==> config.mk <==
export PLATFORM = sky130hd
export DESIGN_NAME = cve2_mem_arbiter
export DESIGN_NICKNAME = d
export VERILOG_FILES = /design/src/rtl/cve2_mem_arbiter.sv
export SDC_FILE = /design/constraint.sdc
export NUM_CORES = 1
export LEC_CHECK = 0
export CORE_AREA = 2 2 110 112
export DETAILED_ROUTE_END_ITERATION = 6
export DIE_AREA = 0 0 112 114
export GPL_TIMING_DRIVEN = 0
export PLACE_DENSITY = 0.59
export SYNTH_ARGS = -nofsm -noshare
export SYNTH_HDL_FRONTEND = slang
export SYNTH_SLANG_ARGS = --single-unit
==> constraint.sdc <==
create_clock -name clk_i -period 1.9 [get_ports clk_i]
set_clock_uncertainty 0.05 [all_clocks]
set_input_delay 0.285 -clock clk_i [delete_from_list [all_inputs] [get_ports clk_i]]
set_output_delay 0.285 -clock clk_i [all_outputs]
set_load 0.005 [all_outputs]
==> src/rtl/cve2_mem_arbiter.sv <==
// cve2_mem_arbiter
// Merges the instruction-fetch and data ports of the core onto one memory
// port. Fixed-priority arbitration with a starvation limit, a lock that keeps
// an ungranted request stable, and an in-order source-ID FIFO that routes
// each response back to the port that issued it.

module cve2_mem_arbiter #(
  parameter int unsigned MaxOutstanding = 2,
  parameter bit          DataPriority   = 1'b1,
  parameter int unsigned StarveLimit    = 4
) (
  input  logic        clk_i,
  input  logic        rst_ni,

  input  logic        instr_req_i,
  output logic        instr_gnt_o,
  output logic        instr_rvalid_o,
  input  logic [31:0] instr_addr_i,
  output logic [31:0] instr_rdata_o,
  output logic        instr_err_o,

  input  logic        data_req_i,
  output logic        data_gnt_o,
  output logic        data_rvalid_o,
  input  logic        data_we_i,
  input  logic [3:0]  data_be_i,
  input  logic [31:0] data_addr_i,
  input  logic [31:0] data_wdata_i,
  output logic [31:0] data_rdata_o,
  output logic        data_err_o,

  output logic        mem_req_o,
  input  logic        mem_gnt_i,
  input  logic        mem_rvalid_i,
  output logic        mem_we_o,
  output logic [3:0]  mem_be_o,
  output logic [31:0] mem_addr_o,
  output logic [31:0] mem_wdata_o,
  input  logic [31:0] mem_rdata_i,
  input  logic        mem_err_i,

  output logic        unexp_rvalid_o
);

  localparam int unsigned CntW    = $clog2(MaxOutstanding + 1);
  localparam int unsigned StarveW = $clog2(StarveLimit + 1);

  localparam logic [CntW-1:0]    MaxCnt    = CntW'(MaxOutstanding);
  localparam logic [StarveW-1:0] StarveMax = StarveW'(StarveLimit);
  localparam logic               FavData   = DataPriority;

  typedef enum logic [0:0] {
    ST_UNLOCKED = 1'b0,
    ST_LOCKED   = 1'b1
  } lock_state_e;

  lock_state_e              state_r, state_nxt_s;
  logic                     lock_src_r, lock_src_nxt_s;
  logic [StarveW-1:0]       starve_r, starve_nxt_s;
  logic [MaxOutstanding-1:0] ids_r, ids_nxt_s;
  logic [CntW-1:0]          cnt_r, cnt_nxt_s, wr_idx_s;
  logic                     unexp_r;

  logic sel_data_s;
  logic sel_req_s;
  logic both_req_s;
  logic fifo_full_s;
  logic fifo_empty_s;
  logic mem_req_s;
  logic hs_s;
  logic pop_s;
  logic push_s;
  logic head_s;

  assign both_req_s   = instr_req_i & data_req_i;
  assign fifo_full_s  = (cnt_r == MaxCnt);
  assign fifo_empty_s = (cnt_r == CntW'(0));
  assign head_s       = ids_r[0];

  // Pick the source: a locked source wins, then a lone requester, then the tie rule.
  always_comb begin
    sel_data_s = 1'b0;
    if (state_r == ST_LOCKED) begin
      sel_data_s = lock_src_r;
    end else if (both_req_s) begin
      sel_data_s = (starve_r == StarveMax) ? ~FavData : FavData;
    end else if (data_req_i) begin
      sel_data_s = 1'b1;
    end else begin
      sel_data_s = 1'b0;
    end
  end

  assign sel_req_s = sel_data_s ? data_req_i : instr_req_i;
  assign mem_req_s = sel_req_s & ~fifo_full_s;
  assign hs_s      = mem_req_s & mem_gnt_i;
  assign push_s    = hs_s;
  assign pop_s     = mem_rvalid_i & ~fifo_empty_s;

  // Request side: payload follows the selected source; instruction fetches read full words.
  assign mem_req_o   = mem_req_s;
  assign mem_we_o    = sel_data_s ? data_we_i    : 1'b0;
  assign mem_be_o    = sel_data_s ? data_be_i    : 4'hF;
  assign mem_addr_o  = sel_data_s ? data_addr_i  : instr_addr_i;
  assign mem_wdata_o = sel_data_s ? data_wdata_i : 32'h0000_0000;

  assign instr_gnt_o = hs_s & ~sel_data_s;
  assign data_gnt_o  = hs_s &  sel_data_s;

  // Response side: the FIFO head names the owner of the returning beat.
  assign instr_rvalid_o = pop_s & ~head_s;
  assign data_rvalid_o  = pop_s &  head_s;
  assign instr_rdata_o  = mem_rdata_i;
  assign data_rdata_o   = mem_rdata_i;
  assign instr_err_o    = mem_err_i;
  assign data_err_o     = mem_err_i;

  assign unexp_rvalid_o = unexp_r;

  // Lock next-state: hold the source while its request waits for a grant.
  always_comb begin
    state_nxt_s    = state_r;
    lock_src_nxt_s = lock_src_r;
    case (state_r)
      ST_UNLOCKED: begin
        if (mem_req_s && !mem_gnt_i) begin
          state_nxt_s    = ST_LOCKED;
          lock_src_nxt_s = sel_data_s;
        end else begin
          state_nxt_s    = ST_UNLOCKED;
        end
      end
      ST_LOCKED: begin
        // A dropped request would otherwise wedge the arbiter on a dead source.
        if (hs_s || !sel_req_s) begin
          state_nxt_s = ST_UNLOCKED;
        end else begin
          state_nxt_s = ST_LOCKED;
        end
      end
      default: begin
        state_nxt_s    = ST_UNLOCKED;
        lock_src_nxt_s = 1'b0;
      end
    endcase
  end

  // Starvation counter: counts contested wins of the favoured port, cleared when the other wins.
  always_comb begin
    starve_nxt_s = starve_r;
    if (hs_s) begin
      if (sel_data_s != FavData) begin
        starve_nxt_s = StarveW'(0);
      end else if (both_req_s && (starve_r != StarveMax)) begin
        starve_nxt_s = starve_r + StarveW'(1);
      end else begin
        starve_nxt_s = starve_r;
      end
    end else begin
      starve_nxt_s = starve_r;
    end
  end

  // ID FIFO next-state: pop shifts toward the head, push writes just past the last valid entry.
  always_comb begin
    ids_nxt_s = ids_r;
    cnt_nxt_s = cnt_r;
    wr_idx_s  = cnt_r;
    if (pop_s) begin
      ids_nxt_s = ids_r >> 1;
      wr_idx_s  = cnt_r - CntW'(1);
    end else begin
      ids_nxt_s = ids_r;
      wr_idx_s  = cnt_r;
    end
    if (push_s) begin
      for (int i = 0; i < int'(MaxOutstanding); i++) begin
        if (CntW'(i) == wr_idx_s) begin
          ids_nxt_s[i] = sel_data_s;
        end else begin
          ids_nxt_s[i] = ids_nxt_s[i];
        end
      end
    end else begin
      ids_nxt_s = ids_nxt_s;
    end
    case ({push_s, pop_s})
      2'b10:   cnt_nxt_s = cnt_r + CntW'(1);
      2'b01:   cnt_nxt_s = cnt_r - CntW'(1);
      default: cnt_nxt_s = cnt_r;
    endcase
  end

  // State registers for the lock, starvation counter and ID FIFO.
  always_ff @(posedge clk_i or negedge rst_ni) begin
    if (!rst_ni) begin
      state_r    <= ST_UNLOCKED;
      lock_src_r <= 1'b0;
      starve_r   <= StarveW'(0);
      ids_r      <= {MaxOutstanding{1'b0}};
      cnt_r      <= CntW'(0);
    end else begin
      state_r    <= state_nxt_s;
      lock_src_r <= lock_src_nxt_s;
      starve_r   <= starve_nxt_s;
      ids_r      <= ids_nxt_s;
      cnt_r      <= cnt_nxt_s;
    end
  end

  // Sticky flag for a response arriving with nothing outstanding.
  always_ff @(posedge clk_i or negedge rst_ni) begin
    if (!rst_ni) begin
      unexp_r <= 1'b0;
    end else if (mem_rvalid_i && fifo_empty_s) begin
      unexp_r <= 1'b1;
    end else begin
      unexp_r <= unexp_r;
    end
  end

endmodule

==> metrics.cfg <==
[outcome]
status = complete, but fails checks
violations = negative setup slack

[critical_path]
reg2reg_depth = 9
cp.arrival_ns = 1.83
crit_start = starve_r[0]
path_delay_family = buffers and inverters
crit_fanout = 7
start_kind = flop
crit_path_end = mem_wdata_o[3]
worst-path-stages = 9
path_buf_inv = 5
end_kind = output pin
r2r_setup_slack_ns = -0.03
critPathKind = flop to output pin
r2r_start = starve_r[0]
cpPeakStageDelay_ns = 0.38
r2r_end = starve_r[2]
cp_slowest_cell = dfrtp_1
crit_required_ns = 1.56
crit_chain = inv_1 > ha_2 > nand3_2 > a22o_1 > buf_6 > buf_12 > buf_8 > and2_1 > buf_2

[timing]
whs_ns = 0.318
fin_crit_sh = 1.14
fin_crit_ns = 2.17
fmax_ghz = 0.461
slew_viol_final = 0
hold_viol = 0
slew_headroom = 0.683
setup_viol = 72
fin_ws_ns = -0.269
worstMarginPinSlew_ns = 0.475
rsz0062_at_grt = true

[placement]
hpwl_um = 7410
routabilityCongestion = 0.795
place_area_sq_mm = 0.00450
io_buffers = 247
placedCellCount = 672

[cells_and_area]
finalInstanceArea_sq_mm = 0.00530
instances_no_fill = 714
final_common_cell = clkdlybuf4s50_1
diodes = 0
layout-drive-gt1-share = 0.524
finish.net_count = 713
layout_common_cells = clkdlybuf4s50_1, buf_4, nand2_2
syn2layout_area_growth_pct = 188

[synth]
synth_compound_area_frac = 0.0891
synthAdderAreaFrac = 0.0340
synthMuxAreaShare = 0.0116
synth_xor_area_frac = 0.00952
syn-num-nets = 423
synth_top_family_by_area = simple AND/OR/NAND/NOR gates
netlist_area_sq_mm = 0.00184
ys_ff_latch = 10
ys_warn_count = 0
synthCells = 278
synth-simple-area-share = 0.408
syn_avg_cell_area_sq_um = 6.62
ys_seq_area_frac = 0.136
synth_cell_types = 39

[floorplanning]
fp.dieW_um = 112
die_area_sq_mm = 0.0128
ioPinCount = 281
die_y_um = 114
placeableCoreArea_sq_mm = 0.0117
rows = 40
initial_core_util = 0.157

[global_route]
grt_pass1_vias = 2708
grt_start_max_net_pins = 11
grt_antenna_before_repair = 0
grt_busiest_layer = met2
grt_util_met3 = 0.0228
grt_use_met1 = 0.148
grt_pass1_wl_um = 14200
use_met2 = 0.270
track_usage = 0.137
overflow = 0

[clocking]
cts_tree = done
cts_root_buffer = clkbuf_16
cts_buffers = 3
insertion_delay_ns = 0.25
htreeDepth = 1
clock-sinks = 10
clk_pin_slew_ns = 0.04
clockBufferDepth = 2

[drt]
wirelength_um = 9770
postRouteAntennaNets = 0
dr.pass1.iters = 4
drcViolationCount = 0
routedWlPerCell_um = 13.7
drtIter0Drc = 54
routed_via_density = 3.90
num_vias = 2782

[pwr]
p_leak_uw = 0.00253
vdd_drop_max_mv = 0.658
power.density_mw_per_mm2 = 971

[flow_run]
cap_violations = 0

[worst_hold_path]
hold_class = primary input to asynchronous set/reset pin

[cell families (layout without fill, tap and decap cells)]
kind of cell	Yosys count	count (layout)
simple gates	159	159
buf+inv	82	371
compound gates	18	18
flops	10	10
fa+ha+maj	5	5
xor+xnor	2	2
mux	2	2
[repair_timing]
| action | 4_1_cts | 5_1_grt |
|---|---|---|
| setup buffers | 28 | 4 |
| gates cloned | 9 | 1 |
| hold buffers | 0 | 0 |
| resized for setup | 426 | 51 |
| pin swaps | 105 | 47 |
| endpoints found under the setup margin | 79 | 78 |
[per-stage QoR]
stage                     power, uW  utilization  setup slack [ns]  setup TNS, ns
after floorplan                1670            -             0.151              0
after global placement         3320        0.384             -1.07         -63.93
after detailed placement       3360        0.384             -1.11         -66.37
after CTS                      4850        0.435            -0.270         -14.68
after global routing           5500        0.452            -0.340         -19.44
final                          5140        0.452            -0.269         -14.55
[cells in the mapped netlist]
master     instances  area share
nand2_1          100        0.20
buf_4             68        0.28
and2_1            34        0.12
dfrtp_1           10        0.14
buf_2              9       0.024
ha_1               5       0.034
nand2b_1           5       0.017
inv_1              4      0.0082
nor2_1             4      0.0082
a21o_1             3       0.012
a32o_1             2       0.011
and3_1             2      0.0068
nand3_1            2      0.0054
nor2b_1            2      0.0068
nor3_1             2      0.0054
o21ai_0            2      0.0054
xnor2_1            2      0.0095
a211oi_2           1      0.0068
a21boi_2           1      0.0061
a22o_1             1      0.0048
a22oi_2            1      0.0068
and2b_1            1      0.0041
inv_2              1      0.0020
mux2_2             1      0.0061
mux2i_1            1      0.0054
nand4_1            1      0.0034
nor2_2             1      0.0034
nor2_4             1      0.0061
nor3_2             1      0.0054
nor4b_1            1      0.0048
nor4bb_1           1      0.0054
o211ai_1           1      0.0041
o211ai_4           1       0.012
o21a_1             1      0.0041
o21ai_1            1      0.0027
o21bai_1           1      0.0041
o2bb2ai_1          1      0.0048
o31a_1             1      0.0048
or3b_4             1      0.0061
[power by group]
| group | total, uW | internal, uW | leakage, uW | switching, uW |
|---|---|---|---|---|
| Clock | 429 | 318 | 0.0000442 | 112 |
| Combinational | 4350 | 2640 | 0.00236 | 1710 |
| Sequential | 362 | 296 | 0.000122 | 66.0 |
[state kept, by name, indices dropped and copies added (netlist names)]
signal          cells
starve_r            3
cnt_r               2
ids_r               2
lock_src_r          1
state_r             1
unexp_rvalid_o      1
[final cells by class]
type | count | area (sq um)
fill | 1177 | 6410
multi-input combinational | 186 | 1320
tap | 147 | 184
buffer | 76 | 619
timing repair buffer | 286 | 2820
inverter | 5 | 18.8
sequential | 10 | 251
clock buffer | 4 | 88.8
[layer usage]
layer  up-vias  part of all wire
li1       1386                 -
met1      1262              0.36
met2       121              0.56
met3        13             0.065
met4         0             0.019
met5         -                 0
[how the worst min path moves through the flow]
stage          cells after the start  slack [ns]      startpoint        endpoint
2_1_floorplan                      0       -0.06          rst_ni        cnt_r[0]
3_3_place_gp                       1        0.39  unexp_rvalid_o  unexp_rvalid_o
3_5_place_dp                       1        0.40  unexp_rvalid_o  unexp_rvalid_o
4_1_cts                            1        0.34          rst_ni  unexp_rvalid_o
5_1_grt                            1        0.37          rst_ni        ids_r[1]
6_report                           1        0.32          rst_ni        ids_r[1]
Power figures use the tool's default switching activity.
